==> config.mk <==
export PLATFORM = sky130hd
export DESIGN_NAME = dmem_port_arbiter
export DESIGN_NICKNAME = d
export VERILOG_FILES = /design/src/rtl/dmem_port_arbiter.sv
export SDC_FILE = /design/constraint.sdc
export NUM_CORES = 1
export LEC_CHECK = 0
export ABC_AREA = 1
export BUFFER_PORTS_ARGS = -buffer_cell sky130_fd_sc_hd__buf_2
export CAP_MARGIN = 40
export CORE_AREA = 10 10 114 116
export DETAILED_ROUTE_END_ITERATION = 10
export DIE_AREA = 0 0 124 126
export GPL_TIMING_DRIVEN = 0
export SETUP_SLACK_MARGIN = 0.02
export SLEW_MARGIN = 20
export SYNTH_ARGS = -nofsm -noshare
export SYNTH_HDL_FRONTEND = slang
export SYNTH_SLANG_ARGS = --single-unit
==> constraint.sdc <==
create_clock -name clk_i -period 2.3 [get_ports clk_i]
set_input_delay 0.23 -clock clk_i [delete_from_list [all_inputs] [get_ports clk_i]]
set_output_delay 0.23 -clock clk_i [all_outputs]
set_load 0.02 [all_outputs]
==> src/rtl/dmem_port_arbiter.sv <==
// Purpose : two-port (core C high priority, debug D low priority) arbiter in
//           front of a single-port data memory, with starvation protection for D
//           and in-order read-response routing.
// Latency : grant is combinational in the request cycle; read data returns
//           MEM_LAT cycles after the accepting edge on the issuing port only.
// Backpr. : mem_ready_i = 0 blocks all grants; a requester holds its request
//           stable until it sees its gnt.
//
// Ports:
//   clk_i, rstn_i                     clock, asynchronous active-low reset
//   c_* / d_* (req, we, addr, wdata, be) request side of core / debug port
//   c_gnt_o / d_gnt_o                 request accepted this cycle
//   c_rvalid_o, c_rdata_o             read response to the core port
//   d_rvalid_o, d_rdata_o             read response to the debug port
//   mem_req_o .. mem_be_o             access towards the memory
//   mem_ready_i, mem_rdata_i          memory accept strobe and read data

module dmem_port_arbiter #(
  parameter int XLEN     = 32,
  parameter int MEM_LAT  = 1,   // fixed memory read latency, 1..4
  parameter int MAX_WAIT = 8    // refusals of a pending D request before forcing it, 2..255
) (
  input  logic              clk_i,
  input  logic              rstn_i,

  // core load/store port
  input  logic              c_req_i,
  input  logic              c_we_i,
  input  logic [XLEN-1:0]   c_addr_i,
  input  logic [XLEN-1:0]   c_wdata_i,
  input  logic [XLEN/8-1:0] c_be_i,
  output logic              c_gnt_o,
  output logic              c_rvalid_o,
  output logic [XLEN-1:0]   c_rdata_o,

  // debug inspection port
  input  logic              d_req_i,
  input  logic              d_we_i,
  input  logic [XLEN-1:0]   d_addr_i,
  input  logic [XLEN-1:0]   d_wdata_i,
  input  logic [XLEN/8-1:0] d_be_i,
  output logic              d_gnt_o,
  output logic              d_rvalid_o,
  output logic [XLEN-1:0]   d_rdata_o,

  // memory side
  output logic              mem_req_o,
  output logic              mem_we_o,
  output logic [XLEN-1:0]   mem_addr_o,
  output logic [XLEN-1:0]   mem_wdata_o,
  output logic [XLEN/8-1:0] mem_be_o,
  input  logic              mem_ready_i,
  input  logic [XLEN-1:0]   mem_rdata_i
);

  localparam logic [7:0] LP_MAX_WAIT = 8'(MAX_WAIT);

  typedef enum logic {
    ST_NORMAL  = 1'b0,
    ST_FORCE_D = 1'b1
  } state_t;

  // ---------------------------------------------------------------------------
  // State
  // ---------------------------------------------------------------------------
  state_t             r_state;
  state_t             w_state_nxt;
  logic [7:0]         r_wait;
  logic [7:0]         w_wait_nxt;

  // response pipeline: one slot per cycle of memory latency
  logic [MEM_LAT-1:0] r_pipe_vld;
  logic [MEM_LAT-1:0] r_pipe_own;   // 0 = core, 1 = debug

  // ---------------------------------------------------------------------------
  // Combinational nets
  // ---------------------------------------------------------------------------
  logic               w_c_gnt;
  logic               w_d_gnt;
  logic               w_any_gnt;
  logic               w_rd_push;
  logic               w_d_refused;
  logic               w_tail_vld;
  logic               w_tail_own;

  // ---------------------------------------------------------------------------
  // FSM process 1: state register
  // ---------------------------------------------------------------------------
  always_ff @(posedge clk_i or negedge rstn_i) begin
    if (!rstn_i) begin
      r_state <= ST_NORMAL;
    end else begin
      r_state <= w_state_nxt;
    end
  end

  // ---------------------------------------------------------------------------
  // FSM process 2: next-state logic
  // ---------------------------------------------------------------------------
  always_comb begin
    w_state_nxt = r_state;
    case (r_state)
      ST_NORMAL: begin
        // Only switch on a cycle where the memory could have taken D; with
        // mem_ready_i low the state is frozen even if the counter saturates,
        // and the switch then happens on the next ready cycle that refuses D.
        if (mem_ready_i && w_d_refused && (w_wait_nxt == LP_MAX_WAIT)) begin
          w_state_nxt = ST_FORCE_D;
        end
      end
      ST_FORCE_D: begin
        // Leave once D got through, or if D withdrew its request.
        if (!d_req_i || w_d_gnt) begin
          w_state_nxt = ST_NORMAL;
        end
      end
      default: w_state_nxt = ST_NORMAL;
    endcase
  end

  // ---------------------------------------------------------------------------
  // FSM process 3: grant outputs
  // ---------------------------------------------------------------------------
  // The reset term keeps the combinational grants low while reset is held,
  // so no access can leak to the memory before the block is out of reset.
  always_comb begin
    w_c_gnt = 1'b0;
    w_d_gnt = 1'b0;
    if (rstn_i && mem_ready_i) begin
      case (r_state)
        ST_NORMAL: begin
          if (c_req_i) begin
            w_c_gnt = 1'b1;
          end else if (d_req_i) begin
            w_d_gnt = 1'b1;
          end
        end
        ST_FORCE_D: begin
          // core is refused for the whole forced cycle
          w_d_gnt = d_req_i;
        end
        default: begin
          w_c_gnt = 1'b0;
          w_d_gnt = 1'b0;
        end
      endcase
    end
  end

  assign c_gnt_o     = w_c_gnt;
  assign d_gnt_o     = w_d_gnt;
  assign w_any_gnt   = w_c_gnt | w_d_gnt;
  assign w_d_refused = d_req_i & ~w_d_gnt;

  // ---------------------------------------------------------------------------
  // Starvation counter
  // ---------------------------------------------------------------------------
  // Counts every cycle a D request waits, including cycles where the memory
  // is not ready, and saturates at MAX_WAIT.
  always_comb begin
    w_wait_nxt = r_wait;
    if (!w_d_refused) begin
      w_wait_nxt = 8'd0;
    end else if (r_wait < LP_MAX_WAIT) begin
      w_wait_nxt = r_wait + 8'd1;
    end
  end

  always_ff @(posedge clk_i or negedge rstn_i) begin
    if (!rstn_i) begin
      r_wait <= 8'd0;
    end else begin
      r_wait <= w_wait_nxt;
    end
  end

  // ---------------------------------------------------------------------------
  // Memory request mux
  // ---------------------------------------------------------------------------
  // Fields are forced to zero when nothing is granted so the memory bus is
  // quiet on idle cycles.
  always_comb begin
    mem_we_o    = 1'b0;
    mem_addr_o  = '0;
    mem_wdata_o = '0;
    mem_be_o    = '0;
    if (w_c_gnt) begin
      mem_we_o    = c_we_i;
      mem_addr_o  = c_addr_i;
      mem_wdata_o = c_wdata_i;
      mem_be_o    = c_be_i;
    end else if (w_d_gnt) begin
      mem_we_o    = d_we_i;
      mem_addr_o  = d_addr_i;
      mem_wdata_o = d_wdata_i;
      mem_be_o    = d_be_i;
    end
  end

  assign mem_req_o = w_any_gnt;

  // ---------------------------------------------------------------------------
  // Response pipeline
  // ---------------------------------------------------------------------------
  // Every accepted access pushes a slot; writes push an empty slot so that the
  // pipeline position always equals the age of the access. The owner bit of a
  // slot is only meaningful when its valid bit is set.
  assign w_rd_push = w_any_gnt & ~mem_we_o;

  always_ff @(posedge clk_i or negedge rstn_i) begin
    if (!rstn_i) begin
      r_pipe_vld <= '0;
      r_pipe_own <= '0;
    end else begin
      r_pipe_vld[0] <= w_rd_push;
      r_pipe_own[0] <= w_d_gnt;
      for (int i = 1; i < MEM_LAT; i++) begin
        r_pipe_vld[i] <= r_pipe_vld[i-1];
        r_pipe_own[i] <= r_pipe_own[i-1];
      end
    end
  end

  // The tail slot lines up with the cycle in which the memory presents data.
  assign w_tail_vld = r_pipe_vld[MEM_LAT-1];
  assign w_tail_own = r_pipe_own[MEM_LAT-1];

  assign c_rvalid_o = w_tail_vld & ~w_tail_own;
  assign d_rvalid_o = w_tail_vld &  w_tail_own;
  assign c_rdata_o  = c_rvalid_o ? mem_rdata_i : '0;
  assign d_rdata_o  = d_rvalid_o ? mem_rdata_i : '0;

endmodule

* Word level (Yosys, flattened, before mapping) *
Cells that the tools add are included.

storage, ports and cells
  bits of input ports = 175
  RAM bits = 0
  bits in read-only memories = 0
  bits in latches = 0
  memories = 0
  word-level logic and storage cells = 43
  output and inout port bits = 138
  register bits = 11

cells by class
  multipliers = 0
  muxes and demuxes = 22
  magnitude comparators = 1
  add/sub/neg operators = 1
  divide/modulo/power cells = 0
  equality and inequality tests = 1
  shift-type cells = 0
  bitwise gates (word level) = 9
  reduce and logical (&&, ||, !) cells = 5

operator list
  kind                   count
  $mux W32               6
  $mux W8                2
  $mux W1                10
  $add A8 B1 Y8 const B  1
  $eq A8 B4 Y1 const B   1
  $lt A8 B4 Y1 const B   1
  $mux W4                2
  $and A1 B1 Y1          4
  $not A1 Y1             4
  $pmux W1 S2            2
  $logic_and A1 B1 Y1    3
  $logic_not A1 Y1       1
  $logic_or A1 B1 Y1     1
  $or A1 B1 Y1           1

* Depth between registers and ports, before layout *
  depth after elaboration = 11
  gate-level depth with buffers = 8

* Worst setup path after synthesis *
OpenSTA, ideal clock, no wires.

  kind = reg-to-output
  start point = register r_pipe_own
  end point = output c_rdata_o[10]
  setup slack = 708 ps
  buffers on the path = 1
  data required time = 2,070 ps
  stages on the path, launching flop included = 5
  arrival = 1,362 ps
  path through = dfrtp_1 > nor2_1 > inv_1 > clkbuf_1 > nor2_1

between the ends
  word-level cells in the longest chain between the ends = 3

RTL lines
  what                              RTL line  text
  start: declaration                73        logic [MEM_LAT-1:0] r_pipe_own;
  start signal: indexed assignment  219       r_pipe_own[i] <= r_pipe_own[i-1];
  $not A1 Y1                        228       assign c_rvalid_o = w_tail_vld & ~w_tail_own;
  $and A1 B1 Y1                     228
  via c_rvalid_o                    33        output logic c_rvalid_o,
  $mux W32                          230       assign c_rdata_o = c_rvalid_o ? mem_rdata_i : '0;
  end: declaration                  34        output logic [XLEN-1:0] c_rdata_o,

The timed path passes the listed nets, and every way through them passes these cells.

* Worst setup path after layout *
  start point = register r_state
  end point = output mem_wdata_o[29]

between the ends
  word-level cells in the longest chain between the ends = 5
  elaborated cells on any way between the ends = 7
  classes of those cells = 6 x mux; 1 x bitwise

RTL lines
  what                      RTL line  text
  start: declaration        66        state_t r_state;
  start signal: assignment  93        r_state <= w_state_nxt;
  $not A1 Y1                n/a
  $pmux W1 S2               130       case (r_state)
  $mux W1                   129       if (rstn_i && mem_ready_i) begin
  $mux W32                  192       end else if (w_d_gnt) begin
  $mux W32 *                187       if (w_c_gnt) begin
  end: declaration          50        output logic [XLEN-1:0] mem_wdata_o,

Mark *: on every way between the ends. The rest lies on a longest branch, timed or not.

==> flow_summary.rst <==
.. list-table::
   :header-rows: 1

   * - Metric
     - Value
   * - Setup WS pre-CTS
     - 0.416 ns
   * - Crit path max-delay cell type
     - sky130_fd_sc_hd__dfrtp_1
   * - Worst hold margin
     - 0.263 ns
   * - Core utilization of the finished layout
     - 0.325
   * - Warning count from the yosys run
     - 0
   * - Number of antenna-violating nets in the routed design
     - 0
   * - Die ar.
     - 15600 µm²
   * - Element type at the critical path end
     - output pin
   * - Via count of the first global-routing pass
     - 3140
   * - Min cycle time layout
     - 1.88 ns
   * - Number of placed instances, taps included
     - 706
   * - Number of fillers in the final layout
     - 1210
   * - Net count after synthesis
     - 430
   * - Clock tree from TritonCTS
     - yes
   * - Via density
     - 4.23
   * - Post-DP HPWL
     - 11500 µm
   * - Static leakage
     - 2.45 nW
   * - CTS H-Tree Depth
     - 1
   * - Number of buffers on the longest clock path
     - 2
   * - Syn Area/Cell
     - 6.62 µm²
   * - Fraction of synthesized cell area taken by the top area cell type
     - 0.354
   * - Reg-to-reg critical path startpoint
     - r_wait[0]
   * - Fin. max-slew vios
     - 0
   * - Drt pass-1 iters
     - 4
   * - Crit path largest cell delay
     - 0.37 ns
   * - Worst path cell trace
     - inv_2 -> nand2_4 -> nor2_4 -> buf_2 -> a22o_1 -> buf_2
   * - Resize count post-CTS
     - 0
   * - Worst setup slack after layout
     - 0.418 ns
   * - Share of layout cells above drive strength 1
     - 0.606
   * - Seq cells post-synth
     - 11
   * - Data required, critical path
     - 2.07 ns
   * - Worst hold path stage count
     - 3
   * - Overall fraction of global-route tracks in use
     - 0.144
   * - # IOs
     - 313
   * - Final Wtd Congestion
     - 0.804
   * - Final cycle utilization of the critical path
     - 0.818
   * - Number of antenna violations at the first check in global routing
     - 1
   * - Netlist cell types
     - 23
   * - Fin cells
     - 712
   * - RSZ-0062 raised after global routing
     - false
   * - Number of nets in the layout
     - 748
   * - Total global routing overflow
     - 0
   * - Area occupied by multi-input gates
     - 1110 µm²
   * - Detailed Route WL
     - 12700 µm
   * - Sequential share of the synthesized area
     - 0.164
   * - # Max-Cap Violations
     - 0
   * - Commonest cells after routing, fill and taps aside
     - sky130_fd_sc_hd__buf_2, sky130_fd_sc_hd__nor2_1, sky130_fd_sc_hd__a22o_1
   * - Pin count of the biggest net entering global routing
     - 12
   * - Synth area leader
     - sky130_fd_sc_hd__a22o_1
   * - Register clock-pin slew on the reported worst setup and hold paths
     - 0.05 ns
   * - Ranking of synthesized cells by area
     - sky130_fd_sc_hd__a22o_1, sky130_fd_sc_hd__dfrtp_1, sky130_fd_sc_hd__nor2_1, sky130_fd_sc_hd__inv_1, sky130_fd_sc_hd__buf_2
   * - Sequential Area
     - 275 µm²
   * - Clk sink count
     - 11
   * - Die W
     - 124 µm
   * - Syn-to-layout area delta
     - 107%
   * - Worst min path class
     - input port to flip-flop
   * - Worst Reg2Reg Path Length in Cells
     - 8
   * - Slew at the pin closest to its max-slew limit
     - 0.504 ns
   * - Critical path launch point type
     - flip-flop
   * - Residual DRC
     - 0
   * - Maximum frequency from static timing analysis
     - 0.531 GHz
   * - Status
     - completed
   * - Cell with the most instances on the worst path
     - sky130_fd_sc_hd__buf_2
   * - Rows
     - 38
   * - Count of mapped cells out of synthesis
     - 254
   * - Initial core utilization
     - 0.157
   * - R2R Path End
     - r_state
   * - Max-slew headroom
     - 0.663
   * - Overall die height
     - 126 µm
   * - First-pass GRT wire length
     - 17900 µm
   * - TNS Setup
     - 0 ns
   * - Total CTS buffers
     - 3
   * - Via count
     - 3013
   * - Final worst clock skew
     - 0.00428 ns
   * - Core area
     - 10700 µm²
   * - Leading cell type in the layout, fill and taps excluded
     - sky130_fd_sc_hd__buf_2
   * - Critical hold path startpoint
     - d_we_i
   * - Worst voltage drop across the vdd grid
     - 175 µV
   * - Number of failing hold endpoints at the final stage
     - 0
   * - Power per cell area
     - 264 nW/µm²
   * - Cell at the root of the clock tree
     - sky130_fd_sc_hd__clkbuf_8
   * - Register-to-register setup slack
     - 0.95 ns
   * - Setup-failing EPs final
     - 0
   * - Post-DR wirelength/cell
     - 17.8 µm
   * - Crit Path Class
     - flip-flop to output pin
   * - Iter 0 DRT Violations
     - 106
   * - Setup bufs post-CTS
     - 0
   * - Sink of the worst hold path
     - r_pipe_vld
   * - Clock latency of the later-clocked register in the worst-skew pair
     - 0.24 ns
   * - Total of hold buffers inserted after clock tree synthesis
     - 1
   * - # port buffers
     - 312
   * - Post-Syn Area
     - 1680 µm²
   * - Maximum fanout along the worst path
     - 10
   * - Endpoint arrival time on the critical path
     - 1.65 ns
cell type report:
cell class,instances,share of cell area
Tap cell,140,0.0504
Clock buffer,4,0.0130
Multi-Input combinational cell,171,0.320
Inverter,52,0.0562
Buffer,20,0.0284
Sequential cell,11,0.0792
Timing Repair Buffer,313,0.452
Antenna cell,1,0.000720
routing by layer:
layer	vias up	track usage	wire, µm	share of wire
met3	9	0.0617	1810	0.14
li1	1486	-	-	-
met2	198	0.266	6330	0.50
met5	-	0	0	0
met1	1320	0.149	4440	0.35
met4	0	0.0203	87	0.0069
worst max path at each step:
stage | start | endpoint | slack (ns) | cells past startpoint
after CTS | r_state | mem_wdata_o[25] | 0.38 | 6
after detailed placement | rstn_i | mem_wdata_o[25] | 0.42 | 8
final | r_state | mem_wdata_o[29] | 0.42 | 6
after global placement | rstn_i | mem_wdata_o[29] | 0.44 | 8
after global routing | r_state | mem_req_o | 0.29 | 7
after floorplan | r_pipe_own | c_rdata_o[10] | 0.71 | 4
kinds of logic (layout without fill, tap and decap cells):
logic type,after synthesis,count (layout),synth area share
AND/OR/NAND/NOR,94,94,0.249
AO/OA/AOI/OAI,75,75,0.400
buffers and inverters,72,389,0.175
flip-flops,11,11,0.164
adder cells (fa/ha/maj),1,1,0.00744
XOR/XNOR,1,1,0.00521
other,0,1,0
metrics by stage:
step                      power, mW  instance area (µm²)
after floorplan               0.454                 1680
after global placement        0.721                 3420
after detailed placement      0.724                 3420
after CTS                     0.923                 3470
after global routing          0.980                 3470
final                         0.916                 3470
flip-flops by register name, summed over array words and instances (netlist names):
register and flops:
r_wait 8, r_pipe_own 1, r_pipe_vld 1, r_state 1
worst max-delay path: cells and delay by family, from the launching register on:
kind / cells / cell delay [ns]
DFF: 1 / 0.37
and+or+nand+nor: 2 / 0.31
AOI/OAI and AO/OA: 1 / 0.19
buffers and inverters: 3 / 0.53
synth_stat cells:
library cell / count
sky130_fd_sc_hd__a21oi_2: 3
sky130_fd_sc_hd__a21oi_4: 1
sky130_fd_sc_hd__a22o_1: 68
sky130_fd_sc_hd__a22o_4: 1
sky130_fd_sc_hd__buf_2: 13
sky130_fd_sc_hd__buf_6: 1
sky130_fd_sc_hd__clkbuf_1: 6
sky130_fd_sc_hd__dfrtp_1: 11
sky130_fd_sc_hd__ha_1: 1
sky130_fd_sc_hd__inv_1: 48
sky130_fd_sc_hd__inv_2: 4
sky130_fd_sc_hd__nand2_1: 10
sky130_fd_sc_hd__nand2_2: 1
sky130_fd_sc_hd__nand2_4: 1
sky130_fd_sc_hd__nand3_1: 4
sky130_fd_sc_hd__nand3_2: 1
sky130_fd_sc_hd__nand3_4: 1
sky130_fd_sc_hd__nand4_1: 3
sky130_fd_sc_hd__nor2_1: 70
sky130_fd_sc_hd__nor2_4: 3
sky130_fd_sc_hd__o21ai_2: 1
sky130_fd_sc_hd__o21bai_1: 1
sky130_fd_sc_hd__xor2_1: 1
power breakdown:
part           total (mW)  leakage [nW]  internal [mW]  switching (mW)
clock               0.198        0.0228          0.122          0.0761
sequential          0.206         0.151          0.200         0.00595
combinational       0.512          2.27          0.225           0.287
Note: power is estimated with default switching activity, not from simulation.
